[src/rtl/hello_pkg.sv]
// Shared widths and types for the hello_counter smoke-test target.
package hello_pkg;
    localparam int              CNT_W   = 11;
    localparam logic [CNT_W-1:0] CNT_MAX = {CNT_W{1'b1}};
    typedef logic [CNT_W-1:0] cnt_t;
endpackage

[src/rtl/hello_props.sv]
// Embedded properties for hello_counter; written to hold from an arbitrary
// starting state so that induction can close without reset history.
module hello_props
    import hello_pkg::*;
#(
    parameter int               WIDTH   = CNT_W,
    parameter logic [WIDTH-1:0] RST_VAL = '0
) (
    input logic             clk,
    input logic             rst,
    input logic [WIDTH-1:0] cnt,
    input logic             wrap_o
);

`ifdef FORMAL
    logic past_valid_q = 1'b0;

    always_ff @(posedge clk) past_valid_q <= 1'b1;

    always_ff @(posedge clk) begin
        if (past_valid_q) begin
            if ($past(rst)) begin
                assert (cnt == RST_VAL);
                assert (!wrap_o);
            end else begin
                assert (cnt == WIDTH'($past(cnt) + 1'b1));
            end
            assert (wrap_o == (($past(cnt) == {WIDTH{1'b1}}) && !$past(rst)));
        end
        cover (wrap_o);
    end
`else
    logic unused_props;
    assign unused_props = ^{clk, rst, cnt, wrap_o};
`endif

endmodule

[src/rtl/hello_counter.sv]
// Free-running WIDTH-bit up-counter with a registered one-cycle wrap pulse.
module hello_counter
    import hello_pkg::*;
#(
    parameter int               WIDTH   = CNT_W,
    parameter logic [WIDTH-1:0] RST_VAL = '0
) (
    input  logic             clk,
    input  logic             rst,
    output logic [WIDTH-1:0] cnt_o,
    output logic             wrap_o
);

    // cnt keeps its bare name so benches and formal can reach it hierarchically
    logic [WIDTH-1:0] cnt;
    logic [WIDTH-1:0] cnt_d;
    logic             wrap_q, wrap_d;

    always_comb begin
        cnt_d  = cnt + 1'b1;
        wrap_d = (cnt == {WIDTH{1'b1}});
    end

    always_ff @(posedge clk) begin
        if (rst) begin
            cnt    <= RST_VAL;
            wrap_q <= 1'b0;
        end else begin
            cnt    <= cnt_d;
            wrap_q <= wrap_d;
        end
    end

    assign cnt_o  = cnt;
    assign wrap_o = wrap_q;

    hello_props #(
        .WIDTH   (WIDTH),
        .RST_VAL (RST_VAL)
    ) u_props (
        .clk    (clk),
        .rst    (rst),
        .cnt    (cnt),
        .wrap_o (wrap_q)
    );

endmodule

[config.mk]
export PLATFORM = sky130hd
export DESIGN_NAME = hello_counter
export DESIGN_NICKNAME = d
export VERILOG_FILES = /design/src/rtl/hello_pkg.sv /design/src/rtl/hello_props.sv /design/src/rtl/hello_counter.sv
export SDC_FILE = /design/constraint.sdc
export NUM_CORES = 1
export LEC_CHECK = 0
export CELL_PAD_IN_SITES_DETAIL_PLACEMENT = 0
export CELL_PAD_IN_SITES_GLOBAL_PLACEMENT = 1
export CORE_MARGIN = 2
export CORE_UTILIZATION = 32
export DETAILED_ROUTE_END_ITERATION = 10
export GPL_ROUTABILITY_DRIVEN = 0
export PLACE_DENSITY = 0.77
export SLEW_MARGIN = 0
export SYNTH_ARGS = -nofsm -noshare
export SYNTH_HDL_FRONTEND = slang
export SYNTH_SLANG_ARGS = --single-unit
[constraint.sdc]
create_clock -name clk -period 2 [get_ports clk]
set_clock_uncertainty 0.2 [all_clocks]
set_input_delay 0.6 -clock clk [delete_from_list [all_inputs] [get_ports clk]]
set_output_delay 0.6 -clock clk [all_outputs]
set_load 0.02 [all_outputs]
Yosys cells after proc, flatten, opt, wreduce, memory -nomap -nowiden. Cells that the tools add are included.

Eq/ne operators: 1. $add $sub $neg: 1.

Operator list (count): 11-bit by 1-bit adder with 11-bit output (second input constant) (1); 11-bit == test (second input constant) (1).

Word-level logic and storage cells: 4. Output and inout bits: 12. Register bits: 12. Input bits: 2.

Longest topological paths before layout. Gate-level depths: netlist of run 1.

Depth in word-level cells: 1. Gate-level depth with buffers: 4. Mapped depth without buffers: 4.

Worst setup path before layout of run 1. OpenSTA, ideal clock, no wires.

Path kind: register to register. Start: register cnt[0], in the netlist cnt_o[0]. End: register cnt[10], in the netlist cnt_o[10]. Data required time: 1729 ps. Clock period less this slack: 1847 ps. Buffers on the path: 0. Path slack: 153 ps. Cell stages (with the launch flop): 5. Arrival: 1577 ps. Path through: dfxtp_1 ha_1 inv_1 or4_2 a21oi_1.

Word-level cells in the longest chain between the ends: 1.

RTL lines: start, declared (RTL line hello_counter.sv:15) `logic [WIDTH-1:0] cnt;`; start signal, assigned (RTL line hello_counter.sv:29) `cnt <= cnt_d;`; 11-bit by 1-bit adder with 11-bit output (RTL line hello_counter.sv:20) `cnt_d = cnt + 1'b1;`.

Every way passes these cells. A chain may end at the register's enable or synchronous reset.

Final worst setup path of run 1.
Start: register wrap_q, in the netlist wrap_o. End: output port wrap_o.

RTL lines: start, declared (RTL line hello_counter.sv:17) `logic wrap_q, wrap_d;`; start signal, assigned (RTL line hello_counter.sv:30) `wrap_q <= wrap_d;`; end, declared (RTL line hello_counter.sv:11) `output logic wrap_o`.

No word-level cell between the ends.

==> results of run 1 <==
sequential cells by signal, summed over array words and instances, names as in the netlist:
name and cells:
cnt_o 11, wrap_o 1
metal layers:
| layer | routed length [µm] | vias to the layer above | global-route usage |
|---|---|---|---|
| met5 | 0 | - | 0 |
| met4 | 12 | 0 | 0.0750 |
| met3 | 33 | 2 | 0.0255 |
| met2 | 449 | 8 | 0.200 |
| met1 | 464 | 194 | 0.152 |
| li1 | - | 232 | - |
worst register-to-register path, cell delays in order, from the launching register on:
cell                      delay [ps]
sky130_fd_sc_hd__dfxtp_1         390
sky130_fd_sc_hd__ha_1            240
sky130_fd_sc_hd__inv_1           120
sky130_fd_sc_hd__or4_2           650
sky130_fd_sc_hd__a21oi_1         150
cell type report:
cell class	instances	area [µm²]	area share
Clock buffer	3	22.5	0.0343
Inverter	2	7.51	0.0114
Multi-Input combinational cell	37	228	0.347
Sequential cell	12	240	0.366
Tap cell	16	20.0	0.0305
Timing Repair Buffer	16	139	0.211
where the power goes:
group	switching, W	leakage (nW)	internal [W]
clock	0.0000697	0.0138	0.0000694
sequential	0.00000524	0.0973	0.000244
combinational	0.0000193	0.154	0.0000144
total	0.0000941	0.265	0.000328
metrics by stage:
stage                     cells  area [µm²]
after floorplan              53         484
after global placement       83         648
after detailed placement     83         648
after CTS                    86         657
after global routing         86         657
final                        86         657
worst paths after layout:
check	to	slack, ps	from	cells past startpoint
setup reg to reg	cnt_o[10]	180	cnt_o[0]	4
setup / recovery	wrap_o	50	wrap_o	1
hold / removal	wrap_o	280	cnt_o[10]	2
hold reg to reg	wrap_o	280	cnt_o[10]	2
cell usage in the layout, fill, tap and decap left out:
cell type                         synthesis  final
sky130_fd_sc_hd__xnor2_1                  1      1
sky130_fd_sc_hd__a21oi_1                  6      6
sky130_fd_sc_hd__or3_1                    1      1
sky130_fd_sc_hd__nand4_1                  2      2
sky130_fd_sc_hd__clkbuf_4                 0      3
sky130_fd_sc_hd__nand2_1                  2      2
sky130_fd_sc_hd__ha_1                     1      1
sky130_fd_sc_hd__dfxtp_1                 12     12
sky130_fd_sc_hd__xor2_1                   2      2
sky130_fd_sc_hd__dlygate4sd2_1            0     11
sky130_fd_sc_hd__or4_2                    1      1
sky130_fd_sc_hd__clkdlybuf4s50_1          0      2
sky130_fd_sc_hd__nor2_1                   4      4
sky130_fd_sc_hd__o31ai_1                  4      4
sky130_fd_sc_hd__buf_4                    0      3
sky130_fd_sc_hd__nor4_1                   1      1
sky130_fd_sc_hd__nand3_1                  4      4
sky130_fd_sc_hd__nand2b_1                 1      1
sky130_fd_sc_hd__o21ai_0                  2      2
sky130_fd_sc_hd__inv_1                    2      2
sky130_fd_sc_hd__or4_1                    3      3
sky130_fd_sc_hd__or3_2                    1      1
sky130_fd_sc_hd__nor2b_1                  1      1
logic make-up after synthesis:
group | Yosys count
adders and majority gates | 1
AOI/OAI and AO/OA | 12
DFF | 12
buffers and inverters | 4
xor gates and xnor gates | 3
and+or+nand+nor | 21
==> results.md, run 1 <==
Status:
- The run finished with clean final reports.

Synth:
- The synthesized netlist occupies a cell area of 484 µm².
- The proportion of netlist area held by the largest area contributor is 0.496.
- The most frequent cell after synthesis is sky130_fd_sc_hd__dfxtp_1.
- The post-synthesis xor/xnor area fraction is 0.0543.
- The multiplexer area fraction after synthesis is 0.
- The number of enable flip-flop cells after synthesis is 0.
- The number of synthesized register bits is 12.
- Of the total synthesized cell area, the portion taken by full adders, half adders and majority gates is 0.0258.
- Of the total synthesized cell area, the portion taken by AND, OR, NAND and NOR gates is 0.245.
- The synthesized netlist net count is 56.
- Of all flip-flops after synthesis, the portion carrying an async set or reset was 0.
- The share of the yosys chip area belonging to registers is 0.496.
- After synthesis, the cell types taking the most area are sky130_fd_sc_hd__dfxtp_1, sky130_fd_sc_hd__a21oi_1, sky130_fd_sc_hd__o31ai_1, sky130_fd_sc_hd__or4_1, sky130_fd_sc_hd__nand3_1.
- The synthesized area divided by synthesized cell count is 9.14 µm².
- The synthesized netlist contains 21 unique library cells.
- The most area-hungry cell type in the Yosys netlist is sky130_fd_sc_hd__dfxtp_1.
- The most used flip-flop cell after synthesis is sky130_fd_sc_hd__dfxtp_1.
- After synthesis, the largest family of logic cells by area is simple AND/OR/NAND/NOR gates.
- The commonest cells after synthesis are sky130_fd_sc_hd__dfxtp_1, sky130_fd_sc_hd__a21oi_1, sky130_fd_sc_hd__nand3_1, sky130_fd_sc_hd__nor2_1, sky130_fd_sc_hd__o31ai_1.
- The share of the synthesized area in compound gates (AO/OA/AOI/OAI) is 0.145.
- Synthesis produced 53 cells.
- The synthesis warning total is 0.

Timing:
- Final hold analysis gives a worst-case slack of around 280 ps.
- At the pin with the least slew margin, the transition time is around 290 ps.
- Headroom to the max-slew limit came out at 0.806.
- The hold violation count in the final report is 0.
- The post-route minimum period is 1950 ps.
- The worst setup slack after layout is 48.4 ps.
- The maximum frequency from static timing analysis is 0.512 GHz.
- The setup violation total in the final timing report is 0.
- The final max-slew violation count was 0.
- Dividing the final minimum period by the clock period gives 0.976.
- Setup repair after global routing left no endpoint under its margin.
- Adding up every negative setup slack in the final design gives 0 ps.

CTS:
- The hold-fix buffer count after cts is 0.
- The clock-pin slew on the worst setup and hold paths is 70 ps.
- The clock reaches the later pin of the worst-skew pair after approximately 260 ps.
- TritonCTS created 3 clock buffers.
- The total of cells resized after clock tree synthesis is 11.
- Clock tree synthesis found a total of 12 sinks.
- Clock tree synthesis selected as its root buffer the cell sky130_fd_sc_hd__clkbuf_4.
- Counting along the longest clock path gives a buffer depth of 2.
- The clock tree from TritonCTS is built.
- The number of setup buffers added after CTS is 0.
- The number of H-tree branching levels is 1.

Power:
- The overall power after layout is around 0.00042 W.
- The total power density per cell area is between 600 and 700 nW/µm².
- The reported leakage power is 0.265 nW.
- The worst vdd rail ir drop is 0.348 mV.

Floorplanning:
- The floorplan step set the die width to 42.9 µm.
- The number of top-level pins is 14.
- The starting density of the core is 0.333.
- The die covers 1840 µm².
- The area of the core region is 1450 µm².
- Row generation in the floorplan step produced 14 rows.
- The die span in y is between 40 and 50 µm.

Setup path:
- The worst setup path is launched from a register.
- Data on the critical path is required at its endpoint by 1200 ps.
- Among cell families on the critical path, the largest total delay comes from buffers and inverters.
- STA classifies the critical path endpoint as an output port.
- Of all nets on the critical path, the largest fanout is 1.
- The worst setup path is of the register to output port kind.
- The master of the slowest instance on the critical path is sky130_fd_sc_hd__clkdlybuf4s50_1.
- Together, buffers and inverters on the worst path number 1.
- The critical path goes through clkdlybuf4s50_1.
- The largest single stage delay on the critical path is 590 ps.
- The arrival time at the worst endpoint is roughly 1200 ps.

Placement:
- Buffers placed on the I/O ports in this run total 13.
- The half-perimeter wire length after placement is 708 µm.
- Timing analysis after detailed placement gives a worst setup slack of 166 ps.

Cells and area:
- Measured on the finished design, the core utilization comes to 0.452.
- The area overhead of the layout relative to synthesis is 35.7%.
- The ratio of cells with drive above 1 in the final layout is 0.114.
- The final layout contains 75 nets.
- The count of inserted antenna diode cells is 0.
- The filler cells instantiated in the layout total 153.

Flow run:
- The count of max-cap constraint violations is 0.

Global routing:
- The via count of the first global-routing pass is 412.
- The overall track demand over capacity in global routing is 0.125.
- The wire length of the first global-routing pass is 1730 µm.
- Global routing finished with a remaining overflow of 0.
- Entering global routing, the biggest net connects 12 pins.
- The initial antenna violation count is 0.

Drt:
- The count of antenna-violating nets left after detailed routing is 0.
- The average vias per placed instance is 5.07.
- The first routing iteration left 4 violations.
- In the routed design, unresolved DRC markers number 0.
- The average wire length per cell after detail routing is 11.2 µm.
- The detailed-route wire length is 960 µm.
- The first detailed-routing pass took 4 iterations.
- The detailed router placed around 440 vias in this run.

Worst hold path:
- The tightest min-delay check is of the register to register type.
No activity file was read; power rests on OpenSTA's default activity.
==> run 2: changes to the inputs <==
SLEW_MARGIN = default   (was 0)
==> results of run 2 <==
Final layout, timing and power as in run 1 (identical DEF).
==> run 3: changes to the inputs <==
RECOVER_POWER = 25   (was default)
==> results.md, run 3 (synthesis gave the netlist of run 1 again) <==
Setup path:
- The maximum fanout count along the critical path is 1.
- The critical path ends at wrap_o.
- The cell family contributing the most delay on the critical path is buffers and inverters.
- Walking the worst path, the cells encountered are clkdlybuf4s50_1.
- The critical path is of the register to output port type.
- STA classifies the critical path startpoint as a register.
- The number of buffers and inverters on the critical path is 1.
- The worst register-to-register path begins at cnt_o[0].
- The capturing point of the worst reg2reg path is cnt_o[10].
- STA puts the critical path data arrival time at 1150 ps.
- Counting cells, the worst reg-to-reg path comes to 4.
- The worst setup slack for register-to-register paths is 170 ps.
- The slowest stage of the critical path belongs to the cell sky130_fd_sc_hd__clkdlybuf4s50_1.
- The required time at the endpoint of the critical path is about 1200 ps.
- The critical path starts at wrap_o.
- The worst setup path is captured at an output port.
- The delay of the slowest cell on the worst path is 590 ps.
- In this run the number of cells on the critical path is 1.

CTS:
- The root buffer cell chosen for the clock tree is sky130_fd_sc_hd__clkbuf_4.
- After clock tree synthesis, the clock-pin slew on the worst setup and hold paths is roughly 70 ps.
- The number of clock sinks is 12.
- In this run the number of H-tree levels came out at 1.
- The number of buffers on the longest clock path is 2.
- Clock latency on the worst-skew pair, taken at its later pin, is 260 ps.
- The number of setup buffers added after CTS is 0.
- The hold-fix buffer count after cts is 0.
- In this run, CTS created clock tree buffers numbering 3.
- The total of cells resized after clock tree synthesis is 11.
- TritonCTS built the clock tree.

Power:
- The reported leakage power is 0.261 nW.
- The worst vdd rail ir drop is 0.347 mV.
- In this run the power density over the cells is 644 nW/µm².

Timing:
- After layout, the worst setup slack is 48.3 ps.
- The sum of negative setup slack is 0 ps.
- The maximum frequency from static timing analysis is 0.512 GHz.
- Setup violations remaining at the end of the flow were counted as 0.
- For the pin with the worst max-slew slack, the measured transition is just under 500 ps.
- The final max-slew violation count is 0.
- Hold timing on the final database bottoms out at a slack of between 200 and 300 ps.
- Setup repair after global routing left no endpoint under its margin.
- The worst slew slack as a fraction of its limit is 0.672.
- The final worst-path cycle share is 0.976.
- Subtracting the final worst setup slack from the clock period gives 1950 ps.
- The hold violation count in the final report is 0.

Cells and area:
- The filler cell count is 155.
- The area overhead of the layout relative to synthesis is 34.9%.
- 0 antenna diodes ended up in the layout.
- In the final layout, flip-flops and latches occupy 240 µm².
- The library cells used most frequently in the layout, excluding fill and tap cells, are sky130_fd_sc_hd__dfxtp_1, sky130_fd_sc_hd__dlygate4sd2_1, sky130_fd_sc_hd__a21oi_1.
- The register with the most flip-flops in the layout has 11 of them.
- The multi-input combinational cells in the finished layout cover a total of between 200 and 250 µm².
- The most frequent standard cell in the layout excluding fill and tap cells is sky130_fd_sc_hd__dfxtp_1.
- The net count of the finished layout is 75.
- Of the cells placed in the final design, the portion with a size suffix greater than 1 is 0.100.

Placement:
- Timing analysis after detailed placement gives a worst setup slack of 166 ps.
- The half-perimeter wire length after placement is ~700 µm.
- Input and output buffers added on the ports amount to 13.

Worst hold path:
- The startpoint identified for the worst hold timing path is cnt_o[10].
- The worst hold-check path type is register to register.

Drt:
- Using the TritonRoute via totals, the vias-per-cell ratio works out to around 5.1.
- In the routed design, unresolved DRC markers number 0.
- Before antenna repair, the detailed router went through 4 iterations.
- In this run the remaining antenna-violating nets after routing total 0.
- Dividing the detail-routed wire length by the instance count gives 11.2 µm.
- The routed layout has 435 vias.
- The DRC violation total after the first TritonRoute iteration is 4.
- The detailed-route wire length is 961 µm.

Global routing:
- Entering global routing, the biggest net connects 12 pins.
- The first global-routing pass estimated around 1700 µm of wire.
- The total congestion overflow after global routing is 0.
- The via count of the first global-routing pass is 412.
- Across every metal layer, demand over resource in global routing totals 0.125.
- The initial antenna violation count was 0.

Floorplanning:
- 14 I/O pins were placed.
- The area of the die is 1840 µm².
- Row generation in the floorplan step produced 14 rows.
- Measured along the x axis, the die boundary spans 42.9 µm.
- The die span in y is 42.9 µm.
- The area of the core region is 1450 µm².
- For this configuration, the core starts out at a cell density of 0.333.

Status:
- The run finished with clean final reports.

Flow run:
- Across the run, the number of max-cap violations was 0.
[run 3: cell types whose count changed in the layout (fill, tap and decap cells not counted), sizes merged]
cell and change:
dlygate4sd3 +1, clkbuf +1, clkdlybuf4s50 -1, buf -1
[run 3: how the worst min path moves through the flow]
| stage | endpoint | slack (ps) | depth (start not counted) |
|---|---|---|---|
| floorplan | cnt_o[0] | 330 | 1 |
| global placement | cnt_o[0] | 260 | 1 |
| detailed placement | cnt_o[0] | 270 | 1 |
| CTS | wrap_o | 280 | 2 |
| global route | cnt_o[0] | 310 | 1 |
| finish | wrap_o | 280 | 2 |
[run 3: metal layers]
layer / vias up / routed length (µm) / track usage / part of all wire
met3: 2 / 33 / 0.0255 / 0.034
met4: 0 / 12 / 0.0750 / 0.012
met5: - / 0 / 0 / 0
met2: 8 / 443 / 0.200 / 0.46
met1: 194 / 471 / 0.152 / 0.49
li1: 231 / - / - / -
[run 3: final cells by class]
class	count	area share
timing repair buffer	16	0.207
sequential	12	0.368
inverter	2	0.0115
multi-input combinational	37	0.349
tap	16	0.0307
clock buffer	3	0.0345
[run 3: power by group]
group | leakage (nW) | switching (W) | internal, W | total (W)
registers | 0.0973 | 0.00000520 | 0.000244 | 0.000249
logic | 0.150 | 0.0000192 | 0.0000131 | 0.0000323
clock network | 0.0138 | 0.0000697 | 0.0000694 | 0.000139
[run 3: stage by stage]
stage / util / power (W) / std cells / cell area [µm²]
global placement: 0.446 / 0.000292 / 83 / 648
detailed placement: 0.446 / 0.000292 / 83 / 648
floorplan: - / 0.000273 / 53 / 484
finish: 0.449 / 0.000421 / 86 / 653
CTS: 0.452 / 0.000431 / 86 / 657
global route: 0.449 / 0.000442 / 86 / 653
[run 3: tightest hold or removal path, stage by stage, from the launching register on]
cell	delay [ps]
sky130_fd_sc_hd__dfxtp_1	330
sky130_fd_sc_hd__nand2b_1	70
sky130_fd_sc_hd__nor4_1	40
